==> config.mk <==
export PLATFORM = sky130hd
export DESIGN_NAME = arith_seq_ctrl_flat
export DESIGN_NICKNAME = d
export VERILOG_FILES = /design/src/rtl/arith_seq_ctrl_if.sv /design/src/rtl/arith_seq_ctrl.sv /design/src/flat_wrapper.sv
export SDC_FILE = /design/constraint.sdc
export NUM_CORES = 1
export LEC_CHECK = 0
export CAP_MARGIN = 10
export CORE_ASPECT_RATIO = 1.1
export CORE_MARGIN = 2
export CORE_UTILIZATION = 47
export CTS_CLUSTER_DIAMETER = 80
export DETAILED_ROUTE_END_ITERATION = 12
export PLACE_DENSITY = 0.8
export SLEW_MARGIN = 20
export SYNTH_ARGS = -nofsm -noshare
export SYNTH_HDL_FRONTEND = slang
export SYNTH_SLANG_ARGS = --single-unit
==> constraint.sdc <==
create_clock -name clk -period 2.1 [get_ports clk]
set_input_delay 0.42 -clock clk [delete_from_list [all_inputs] [get_ports clk]]
set_output_delay 0.42 -clock clk [all_outputs]
set_load 0.005 [all_outputs]
==> src/rtl/arith_seq_ctrl_if.sv <==
`default_nettype none
// ============================================================================
// Module   : arith_seq_ctrl_if
// Brief    : Request/result bundle between datapath control and arith_seq_ctrl.
//            ARITH_SEQ_OVF_EN adds the signed-overflow flag.
// Revision : 1.0  initial release
// ============================================================================
interface arith_seq_ctrl_if #(
    parameter int NIBBLES = 4
);
    logic                   start;
    logic [1:0]             s;
    logic                   c_in;
    logic [4*NIBBLES-1:0]   a;
    logic [4*NIBBLES-1:0]   b;
    logic                   ready;
    logic                   done;
    logic [4*NIBBLES-1:0]   result;
    logic                   c_out;
`ifdef ARITH_SEQ_OVF_EN
    logic                   ovf;
`endif

    modport master (
        output start, s, c_in, a, b,
`ifdef ARITH_SEQ_OVF_EN
        input  ovf,
`endif
        input  ready, done, result, c_out
    );

    modport slave (
        input  start, s, c_in, a, b,
`ifdef ARITH_SEQ_OVF_EN
        output ovf,
`endif
        output ready, done, result, c_out
    );
endinterface
`default_nettype wire

==> src/rtl/arith_seq_ctrl.sv <==
`default_nettype none
// ============================================================================
// Module   : arith_seq_ctrl
// Brief    : Runs W-bit add/sub/inc/dec/transfer on a 4-bit arithmetic unit,
//            one nibble per cycle LSB first. ARITH_SEQ_OVF_EN adds ovf.
// Revision : 1.0  initial release
// ============================================================================
module arith_seq_ctrl #(
    parameter int NIBBLES = 4
) (
    input  wire              clk,
    input  wire              rst,
    arith_seq_ctrl_if.slave  ctl,
    output logic [3:0]       au_a,
    output logic [3:0]       au_b,
    output logic [1:0]       au_s,
    output logic             au_cin,
    input  wire  [3:0]       au_d,
    input  wire              au_cout
);
    localparam int W    = 4 * NIBBLES;
    localparam int IDXW = (NIBBLES > 1) ? $clog2(NIBBLES) : 1;
    localparam logic [IDXW-1:0] C_LAST_IDX = IDXW'(NIBBLES - 1);

    typedef enum logic [1:0] {
        ST_IDLE = 2'd0,
        ST_RUN  = 2'd1,
        ST_DONE = 2'd2
    } state_t;

    state_t            state_q, state_d;
    logic [IDXW-1:0]   idx_q, idx_d;
    logic              carry_q, carry_d;
    logic [W-1:0]      a_q, a_d;
    logic [W-1:0]      b_q, b_d;
    logic [1:0]        s_q, s_d;
    logic [W-1:0]      result_q, result_d;
    logic              c_out_q, c_out_d;
`ifdef ARITH_SEQ_OVF_EN
    logic              ovf_q, ovf_d;
    logic              w_beff_msb;
`endif
    logic              w_ready;
    logic              w_accept;

    assign w_ready  = (state_q == ST_IDLE) || (state_q == ST_DONE);
    assign w_accept = w_ready && ctl.start;

`ifdef ARITH_SEQ_OVF_EN
    // Sign bit of the B operand as the unit actually sees it for this select.
    always_comb begin
        w_beff_msb = 1'b0;
        case (s_q)
            2'b00:   w_beff_msb = b_q[W-1];
            2'b01:   w_beff_msb = ~b_q[W-1];
            2'b10:   w_beff_msb = 1'b0;
            default: w_beff_msb = 1'b1;
        endcase
    end
`endif

    always_comb begin
        state_d  = state_q;
        idx_d    = idx_q;
        carry_d  = carry_q;
        a_d      = a_q;
        b_d      = b_q;
        s_d      = s_q;
        result_d = result_q;
        c_out_d  = c_out_q;
`ifdef ARITH_SEQ_OVF_EN
        ovf_d    = ovf_q;
`endif
        au_a     = 4'd0;
        au_b     = 4'd0;
        au_s     = 2'd0;
        au_cin   = 1'b0;

        case (state_q)
            ST_IDLE: state_d = ST_IDLE;
            ST_RUN: begin
                au_a   = a_q[4*idx_q +: 4];
                au_b   = b_q[4*idx_q +: 4];
                au_s   = s_q;
                au_cin = carry_q;
                result_d[4*idx_q +: 4] = au_d;
                carry_d = au_cout;
                idx_d   = idx_q + IDXW'(1);
                if (idx_q == C_LAST_IDX) begin
                    c_out_d = au_cout;
`ifdef ARITH_SEQ_OVF_EN
                    // Carry into the sign bit xor carry out of it.
                    ovf_d   = au_cout ^ (a_q[W-1] ^ w_beff_msb ^ au_d[3]);
`endif
                    state_d = ST_DONE;
                end
            end
            ST_DONE: state_d = ST_IDLE;
            default: state_d = ST_IDLE;
        endcase

        // Acceptance from IDLE or DONE overrides the hold/return above.
        if (w_accept) begin
            a_d      = ctl.a;
            b_d      = ctl.b;
            s_d      = ctl.s;
            carry_d  = ctl.c_in;
            idx_d    = '0;
            result_d = '0;
            c_out_d  = 1'b0;
`ifdef ARITH_SEQ_OVF_EN
            ovf_d    = 1'b0;
`endif
            state_d  = ST_RUN;
        end
    end

    always_ff @(posedge clk) begin
        if (rst) begin
            state_q  <= ST_IDLE;
            idx_q    <= '0;
            carry_q  <= 1'b0;
            a_q      <= '0;
            b_q      <= '0;
            s_q      <= 2'd0;
            result_q <= '0;
            c_out_q  <= 1'b0;
`ifdef ARITH_SEQ_OVF_EN
            ovf_q    <= 1'b0;
`endif
        end else begin
            state_q  <= state_d;
            idx_q    <= idx_d;
            carry_q  <= carry_d;
            a_q      <= a_d;
            b_q      <= b_d;
            s_q      <= s_d;
            result_q <= result_d;
            c_out_q  <= c_out_d;
`ifdef ARITH_SEQ_OVF_EN
            ovf_q    <= ovf_d;
`endif
        end
    end

    assign ctl.ready  = w_ready;
    assign ctl.done   = (state_q == ST_DONE);
    assign ctl.result = result_q;
    assign ctl.c_out  = c_out_q;
`ifdef ARITH_SEQ_OVF_EN
    assign ctl.ovf    = ovf_q;
`endif

endmodule
`default_nettype wire

==> src/flat_wrapper.sv <==
// flat-port wrapper written by rule: the top's interface ports become plain ports
module arith_seq_ctrl_flat 
#(
    parameter int NIBBLES = 4
)
  (clk, rst, au_a, au_b, au_s, au_cin, au_d, au_cout, ctl_start, ctl_s, ctl_c_in, ctl_a, ctl_b, ctl_ready, ctl_done, ctl_result, ctl_c_out);
  arith_seq_ctrl_if #(.NIBBLES(NIBBLES)) ctl_i ();
  input  wire clk;
  input  wire rst;
  output logic [3:0] au_a;
  output logic [3:0] au_b;
  output logic [1:0] au_s;
  output logic au_cin;
  input  wire  [3:0] au_d;
  input  wire au_cout;
  input wire logic [$bits(ctl_i.start)-1:0] ctl_start;
  input wire logic [$bits(ctl_i.s)-1:0] ctl_s;
  input wire logic [$bits(ctl_i.c_in)-1:0] ctl_c_in;
  input wire logic [$bits(ctl_i.a)-1:0] ctl_a;
  input wire logic [$bits(ctl_i.b)-1:0] ctl_b;
  output wire logic [$bits(ctl_i.ready)-1:0] ctl_ready;
  output wire logic [$bits(ctl_i.done)-1:0] ctl_done;
  output wire logic [$bits(ctl_i.result)-1:0] ctl_result;
  output wire logic [$bits(ctl_i.c_out)-1:0] ctl_c_out;
  assign ctl_i.start = ctl_start;
  assign ctl_i.s = ctl_s;
  assign ctl_i.c_in = ctl_c_in;
  assign ctl_i.a = ctl_a;
  assign ctl_i.b = ctl_b;
  assign ctl_ready = ctl_i.ready;
  assign ctl_done = ctl_i.done;
  assign ctl_result = ctl_i.result;
  assign ctl_c_out = ctl_i.c_out;
  arith_seq_ctrl #(.NIBBLES(NIBBLES)) u_core (.clk(clk), .rst(rst), .ctl(ctl_i), .au_a(au_a), .au_b(au_b), .au_s(au_s), .au_cin(au_cin), .au_d(au_d), .au_cout(au_cout));
endmodule
==> metrics.txt, run 1 <==
# TYPE chip_impl_metric gauge
chip_impl_info{name="commonest_non_fill_non_tap_cells_in_the_layout",value="79 x sky130_fd_sc_hd__nand2_1, 63 x sky130_fd_sc_hd__clkdlybuf4s50_1, 55 x sky130_fd_sc_hd__dfxtp_1, 40 x sky130_fd_sc_hd__a21oi_1, 13 x sky130_fd_sc_hd__buf_4"} 1
chip_impl_metric{name="detailedRoute.firstIterationViolations",unit=""} 113
chip_impl_info{name="holdCritPathClass",value="register to register"} 1
chip_impl_info{name="synthFlopType",value="sky130_fd_sc_hd__dfxtp_1"} 1
chip_impl_metric{name="placed_cell_area",unit="sq um"} 3240
chip_impl_metric{name="grt_max_degree",unit=""} 30
chip_impl_metric{name="worst_ep_required_time",unit="ns"} 1.68
chip_impl_metric{name="clock_sinks",unit=""} 56
chip_impl_metric{name="max_cap_violations",unit=""} 0
chip_impl_metric{name="die_area",unit="sq um"} 5850
chip_impl_metric{name="globalRouteTotalUtil",unit="%"} 20.1
chip_impl_metric{name="global_route_wire_length_before_repair",unit="um"} 9200
chip_impl_metric{name="power.static_leakage",unit="uW"} 0.00130
chip_impl_metric{name="placementRows",unit=""} 27
chip_impl_metric{name="power_per_standard_cell_area",unit="nW/um^2"} 610
chip_impl_metric{name="syn-instance-count",unit=""} 264
chip_impl_metric{name="cts_buffers",unit=""} 5
chip_impl_metric{name="postSynth.asyncResetShare",unit="%"} 0
chip_impl_metric{name="die_width",unit="um"} 73.1
chip_impl_metric{name="drc",unit=""} 0
chip_impl_metric{name="synth_seq_area_share",unit="%"} 45.4
chip_impl_metric{name="worstPathMaxFanout",unit=""} 5
chip_impl_metric{name="layout_min_cycle_time",unit="ns"} 2.07
chip_impl_metric{name="routabilityCongestion",unit=""} 0.760
chip_impl_metric{name="max_slew.worst_pin.slew",unit="ns"} 0.659
chip_impl_metric{name="syn-cell-area",unit="sq um"} 2470
chip_impl_metric{name="cp.arrival",unit="ns"} 1.65
chip_impl_info{name="mostFrequentLayoutCell",value="sky130_fd_sc_hd__nand2_1"} 1
chip_impl_metric{name="timing.final.ws_setup",unit="ns"} 0.0305
chip_impl_info{name="cp_endpoint_kind",value="output port"} 1
chip_impl_metric{name="htreeDepth",unit=""} 2
chip_impl_metric{name="antenna_violations_before_repair",unit=""} 0
chip_impl_metric{name="route.vias.total",unit=""} 2158
chip_impl_metric{name="drive_gt1_share",unit="%"} 17.9
chip_impl_metric{name="final_net_count",unit=""} 393
chip_impl_metric{name="cts_max_path_buffers",unit=""} 2
chip_impl_metric{name="final_count_of_negative_setup_slack_endpoints",unit=""} 0
chip_impl_info{name="rsz0062_at_grt",value="true"} 1
chip_impl_metric{name="antenna-diode-count",unit=""} 0
chip_impl_metric{name="first_global_vias",unit=""} 2017
chip_impl_metric{name="mean_instance_size_in_the_synthesized_netlist",unit="sq um"} 9.36
chip_impl_metric{name="final.period_utilization",unit="%"} 98.5
chip_impl_metric{name="synth_warnings",unit=""} 0
chip_impl_metric{name="number_of_enable_type_register_cells_in_the_synthesized_netlist",unit=""} 0
chip_impl_metric{name="final-max-slew-violation-count",unit=""} 0
chip_impl_metric{name="vdd_drop_max",unit="mV"} 0.405
chip_impl_info{name="run_status",value="finished clean"} 1
chip_impl_metric{name="grt_overflow_total",unit=""} 0
chip_impl_metric{name="synthesis.nets",unit=""} 312
chip_impl_metric{name="syn_to_final_growth",unit="%"} 38.1
chip_impl_metric{name="die_height",unit="um"} 80.1
chip_impl_metric{name="fmaxAchievable",unit="MHz"} 483
chip_impl_metric{name="count_of_pins_on_the_block_boundary",unit=""} 73
chip_impl_metric{name="clock_latency",unit="ns"} 0.31
chip_impl_metric{name="port_buffers",unit=""} 72
chip_impl_metric{name="post_drt_via_cell_ratio",unit=""} 5.34
chip_impl_metric{name="route.detailed.wl_per_inst",unit="um"} 14.0
chip_impl_metric{name="cts_hold_repair.buffers",unit=""} 0
chip_impl_metric{name="final_cell_area",unit="sq um"} 3410
chip_impl_info{name="cts-root-buf",value="sky130_fd_sc_hd__clkbuf_8"} 1
chip_impl_metric{name="flops_latches_synth",unit=""} 56
chip_impl_metric{name="final_antenna_net_count",unit=""} 0
chip_impl_metric{name="slew_headroom",unit="%"} 56.1
chip_impl_info{name="timing_worst_setup_path_type",value="register to output port"} 1
chip_impl_metric{name="hold_vio_cnt_final",unit=""} 0
chip_impl_metric{name="start_util",unit="%"} 49.1
chip_impl_metric{name="total_routed_wirelength",unit="um"} 5640
chip_impl_metric{name="synth.lib_cells_used.distinct",unit=""} 31
chip_impl_metric{name="place.detailed.hpwl",unit="um"} 4050
chip_impl_info{name="worst_setup_path_start_kind",value="register"} 1
chip_impl_info{name="tritoncts",value="done"} 1
chip_impl_metric{name="design.core.area",unit="sq um"} 5030
chip_impl_metric{name="firstDrtPassIters",unit=""} 4
chip_impl_metric{name="detailedPlace.worstSlack",unit="ns"} 0.0585
chip_impl_metric{name="hold_ws",unit="ns"} 0.459
chip_impl_metric{name="clk_pin_slew_worst_paths",unit="ns"} 0.09
chip_impl_metric{name="worst_clock_skew",unit="ns"} 0.00831
stage by stage:
stage          setup TNS (ns)  util, %  power, uW  instances
4_1_cts                -0.117     67.3       2090        403
3_5_place_dp                0     64.3       1490        387
3_3_place_gp                0     64.3       1480        387
5_1_grt               -0.0523     67.8       2170        404
2_1_floorplan               0        -       1340        264
6_report                    0     67.8       2080        404
flip-flops by register name, indices dropped and copies added (netlist names):
name and flops:
u_core.a_q 16, u_core.b_q 16, u_core.carry_q 1, u_core.ctl.c_out 1
u_core.ctl.result 16, u_core.idx_q 2, u_core.s_q 2, u_core.state_q 2
final timing paths:
kind                        start                   end  slack (ns)  depth (start not counted)
hold reg to reg    u_core.a_q[13]        u_core.a_q[13]        0.46                          2
setup / recovery  u_core.idx_q[0]               au_b[0]        0.03                          5
hold / removal     u_core.a_q[13]        u_core.a_q[13]        0.46                          2
setup reg to reg  u_core.idx_q[0]  u_core.ctl.result[6]        0.12                          8
critical path, cell delays in order (launching register included):
cell and delay, ns:
sky130_fd_sc_hd__dfxtp_2 0.36, sky130_fd_sc_hd__buf_6 0.12, sky130_fd_sc_hd__buf_4 0.10, sky130_fd_sc_hd__mux4_2 0.48, sky130_fd_sc_hd__and2_1 0.16, sky130_fd_sc_hd__buf_2 0.12
logic make-up (layout without fill, tap and decap cells):
kind of cell    after synthesis  in the layout  share of synthesized area (%)
compound gates               54             54                           13.6
buf+inv                      21            103                           5.77
fa+ha+maj                     5              5                           2.53
flops                        56             56                           45.4
simple gates                119            119                           24.7
mux                           9              9                           8.00
power breakdown:
group          total (uW)  internal [uW]  switching, uW  leakage (uW)
registers            1130           1110           25.2      0.000458
clock network         587            264            323     0.0000510
logic                 362            197            165      0.000788
total                2080           1570            513       0.00130
metal layers:
layer / global-route usage, % / vias up / wire length, um
li1: - / 1066 / -
met1: 24.3 / 1010 / 2250
met2: 35.4 / 76 / 3000
met3: 4.39 / 6 / 324
met4: 5.56 / 0 / 61
met5: 0 / - / 0
Yosys cell counts (3+ instances only):
cell type,count,area share [%]
sky130_fd_sc_hd__a21oi_1,40,8.1
sky130_fd_sc_hd__a32o_1,12,4.9
sky130_fd_sc_hd__and2_1,11,2.8
sky130_fd_sc_hd__and3b_1,4,1.4
sky130_fd_sc_hd__buf_2,6,1.2
sky130_fd_sc_hd__buf_6,7,3.2
sky130_fd_sc_hd__dfxtp_1,56,45
sky130_fd_sc_hd__ha_1,5,2.5
sky130_fd_sc_hd__inv_1,3,0.46
sky130_fd_sc_hd__mux4_2,6,5.5
sky130_fd_sc_hd__nand2_1,79,12
sky130_fd_sc_hd__nand2b_1,4,1.0
sky130_fd_sc_hd__nand3_1,4,0.81
sky130_fd_sc_hd__nor2_1,3,0.46
sky130_fd_sc_hd__nor3_2,3,1.2
layout make-up:
type | instances | area [sq um]
tap | 58 | 72.6
clock inverter | 2 | 10.0
fill | 404 | 1620
clock buffer | 6 | 82.6
sequential | 56 | 1120
inverter | 3 | 11.3
multi-input combinational | 187 | 1230
timing repair buffer | 92 | 882
what timing repair did:
action,4_1_cts,5_1_grt
gates resized for setup,43,8
pin swaps,1,3
cloned,0,0
setup endpoints to repair,11,17
setup buffers,8,2
Power figures use the tool's default switching activity.
==> inputs of run 2 (changes only) <==
- CORE_UTILIZATION: 47 -> 42
- PLACE_DENSITY: 0.8 -> 0.75
- clock period: 2.1 -> 1.8 ns (I/O delays scaled with it)
==> run 2 against run 1 <==
Core utilization decreased by 4.4 points. Register-to-register slack got worse by 0.07 ns. Wire length increased by 2.8%. First-iteration DRC count decreased by 1.8%. Critical path type unchanged. Cell area increased by 6.5%. Sequential share of layout area decreased by 2.0 points. The run now ends with negative setup slack left.
==> metrics.txt, run 2 (synthesized netlist as in run 1, its figures left out) <==
# TYPE chip_impl_metric gauge
chip_impl_info{name="cp_endpoint_kind",value="output port"} 1
chip_impl_metric{name="clock_sinks",unit=""} 56
chip_impl_metric{name="final_cell_area",unit="sq um"} 3630
chip_impl_metric{name="final_antenna_net_count",unit=""} 0
chip_impl_metric{name="grt_overflow_total",unit=""} 0
chip_impl_metric{name="clock_latency",unit="ns"} 0.31
chip_impl_metric{name="first_global_vias",unit=""} 2166
chip_impl_metric{name="firstDrtPassIters",unit=""} 4
chip_impl_metric{name="placementRows",unit=""} 29
chip_impl_metric{name="die_area",unit="sq um"} 6510
chip_impl_metric{name="timing.final.ws_setup",unit="ns"} -0.195
chip_impl_info{name="timing_worst_setup_path_type",value="register to output port"} 1
chip_impl_metric{name="place.detailed.hpwl",unit="um"} 4090
chip_impl_metric{name="max_cap_violations",unit=""} 0
chip_impl_info{name="cts-root-buf",value="sky130_fd_sc_hd__clkbuf_8"} 1
chip_impl_metric{name="design.core.area",unit="sq um"} 5730
chip_impl_info{name="mostFrequentLayoutCell",value="sky130_fd_sc_hd__nand2_1"} 1
chip_impl_metric{name="drc",unit=""} 0
chip_impl_info{name="holdCritPathClass",value="register to register"} 1
chip_impl_metric{name="stdcell_count",unit=""} 433
chip_impl_metric{name="slew_headroom",unit="%"} 77.7
chip_impl_info{name="violations",value="negative setup slack"} 1
chip_impl_metric{name="max_slew.worst_pin.slew",unit="ns"} 0.335
chip_impl_metric{name="hold_vio_cnt_final",unit=""} 0
chip_impl_metric{name="vdd_drop_max",unit="mV"} 0.531
chip_impl_metric{name="placed_cell_area",unit="sq um"} 3320
chip_impl_info{name="commonest_non_fill_non_tap_cells_in_the_layout",value="79 x sky130_fd_sc_hd__nand2_1, 59 x sky130_fd_sc_hd__clkdlybuf4s50_1, 54 x sky130_fd_sc_hd__dfxtp_1, 40 x sky130_fd_sc_hd__a21oi_1, 19 x sky130_fd_sc_hd__buf_4"} 1
chip_impl_metric{name="layout_min_cycle_time",unit="ns"} 2.00
chip_impl_info{name="rsz0062_at_grt",value="true"} 1
chip_impl_metric{name="cts_max_path_buffers",unit=""} 2
chip_impl_metric{name="syn_to_final_growth",unit="%"} 47.0
chip_impl_metric{name="routabilityCongestion",unit=""} 0.789
chip_impl_metric{name="global_route_wire_length_before_repair",unit="um"} 10100
chip_impl_metric{name="die_height",unit="um"} 84.5
chip_impl_info{name="tritoncts",value="done"} 1
chip_impl_metric{name="power.share.switching",unit="%"} 24.1
chip_impl_metric{name="power_per_standard_cell_area",unit="nW/um^2"} 718
chip_impl_metric{name="cts_buffers",unit=""} 5
chip_impl_metric{name="power.static_leakage",unit="uW"} 0.00140
chip_impl_metric{name="detailedRoute.firstIterationViolations",unit=""} 111
chip_impl_info{name="critical_path.top_delay_family",value="multiplexers"} 1
chip_impl_metric{name="route.detailed.wl_per_inst",unit="um"} 13.4
chip_impl_metric{name="crit_buf_inv",unit=""} 3
chip_impl_metric{name="fmaxAchievable",unit="MHz"} 501
chip_impl_metric{name="placed_cells_incl_taps",unit=""} 413
chip_impl_metric{name="final_count_of_negative_setup_slack_endpoints",unit=""} 8
chip_impl_metric{name="start_util",unit="%"} 43.1
chip_impl_metric{name="port_buffers",unit=""} 72
chip_impl_metric{name="final.period_utilization",unit="%"} 111
chip_impl_metric{name="worstPathMaxFanout",unit=""} 3
chip_impl_metric{name="count_of_pins_on_the_block_boundary",unit=""} 73
chip_impl_info{name="critPathMostFrequentCell",value="sky130_fd_sc_hd__buf_12"} 1
chip_impl_metric{name="detailedPlace.worstSlack",unit="ns"} -0.218
chip_impl_metric{name="total_routed_wirelength",unit="um"} 5800
chip_impl_metric{name="p_comb_share",unit="%"} 18.3
chip_impl_metric{name="antenna_violations_before_repair",unit=""} 0
chip_impl_metric{name="worst_clock_skew",unit="ns"} 0.00804
chip_impl_metric{name="hold_ws",unit="ns"} 0.454
chip_impl_metric{name="htreeDepth",unit=""} 2
chip_impl_metric{name="p_clk_share",unit="%"} 31.0
chip_impl_info{name="run_status",value="complete, but fails checks"} 1
chip_impl_metric{name="globalRouteTotalUtil",unit="%"} 18.9
chip_impl_metric{name="cp.arrival",unit="ns"} 1.64
chip_impl_metric{name="drive_gt1_share",unit="%"} 21.6
chip_impl_metric{name="p_int",unit="uW"} 1980
chip_impl_metric{name="die_width",unit="um"} 77.1
chip_impl_metric{name="post_drt_via_cell_ratio",unit=""} 5.02
chip_impl_metric{name="clk_pin_slew_worst_paths",unit="ns"} 0.10
chip_impl_info{name="crit_chain",value="buf_12 -> buf_12 -> mux4_2 -> and2_4 -> buf_6"} 1
chip_impl_info{name="worst_setup_path_start_kind",value="register"} 1
chip_impl_metric{name="worst_ep_required_time",unit="ns"} 1.44
chip_impl_metric{name="final_util",unit="%"} 63.4
chip_impl_metric{name="antenna-diode-count",unit=""} 0
chip_impl_metric{name="final-max-slew-violation-count",unit=""} 0
chip_impl_info{name="crit_path_top_delay_cell",value="sky130_fd_sc_hd__mux4_2"} 1
chip_impl_metric{name="final_net_count",unit=""} 403
chip_impl_metric{name="route.vias.total",unit=""} 2174
chip_impl_metric{name="power.net_switching",unit="uW"} 629
chip_impl_metric{name="critPathMaxStageDelay",unit="ns"} 0.49
chip_impl_metric{name="grt_max_degree",unit=""} 24
chip_impl_metric{name="r2r_slack",unit="ns"} 0.05
chip_impl_metric{name="sequentialPowerShare",unit="%"} 50.7
## run 2: cell count changes in the layout (fill, tap and decap cells not counted), moves of 2 or more
cell / delta
sky130_fd_sc_hd__buf_4: +6
sky130_fd_sc_hd__ha_4: +2
sky130_fd_sc_hd__ha_1: -2
sky130_fd_sc_hd__clkdlybuf4s50_1: -4
sky130_fd_sc_hd__clkdlybuf4s15_1: +2
sky130_fd_sc_hd__buf_12: +4
## run 2: metrics by stage
| step | setup TNS (ns) | power, uW |
|---|---|---|
| 2_1_floorplan | 0 | 1570 |
| 4_1_cts | -2.16 | 2580 |
| 6_report | -1.21 | 2610 |
| 5_1_grt | -1.90 | 2740 |
| 3_3_place_gp | -1.65 | 1750 |
| 3_5_place_dp | -2.14 | 1760 |
## run 2: worst paths after layout
| path | to | cells past startpoint | startpoint |
|---|---|---|---|
| setup / recovery | au_a[1] | 5 | u_core.idx_q[0] |
| hold / removal | u_core.s_q[0] | 2 | u_core.s_q[0] |
| hold reg to reg | u_core.s_q[0] | 2 | u_core.s_q[0] |
| setup reg to reg | u_core.ctl.result[5] | 8 | u_core.idx_q[0] |
## run 2: layout make-up
cell class	instances	area [sq um]
fill	521	2100
clock inverter	2	35.0
tap	77	96.3
sequential	56	1120
inverter	3	18.8
clock buffer	6	72.6
multi-input combinational	187	1260
timing repair buffer	102	1020
## run 2: timing repair
item | in CTS | in global routing
pin swaps | 15 | 7
endpoints found under the setup margin | 27 | 28
cloned | 1 | 1
resized for setup | 47 | 21
setup buffers | 3 | 8
hold buffers | 0 | 0
## run 2: routing by layer
layer	vias to the layer above	GRT usage, %	wire (um)
li1	1085	-	-
met1	1019	22.5	2470
met2	62	33.8	2950
met3	8	4.09	301
met4	0	5.84	77
met5	-	0	0
## run 2: tightest hold or removal path: cells and delay by family, from the launching register on
family / cells / cell delay, ns
AOI/OAI and AO/OA: 1 / 0.05
DFF: 1 / 0.32
and+or+nand+nor: 1 / 0.05
## run 2: power by group through the flow
stage	sequential, uW	combinational, uW	clock (uW)
4_1_cts	1320	438	823
3_3_place_gp	1350	404	0
5_1_grt	1330	524	881
6_report	1320	476	810
2_1_floorplan	1340	226	0
3_5_place_dp	1350	411	0
==> inputs of run 3 (changes only) <==
- CTS_CLUSTER_SIZE: default -> 8
==> results of run 3 <==
The final DEF is identical to that of run 2; final timing and power are the same.
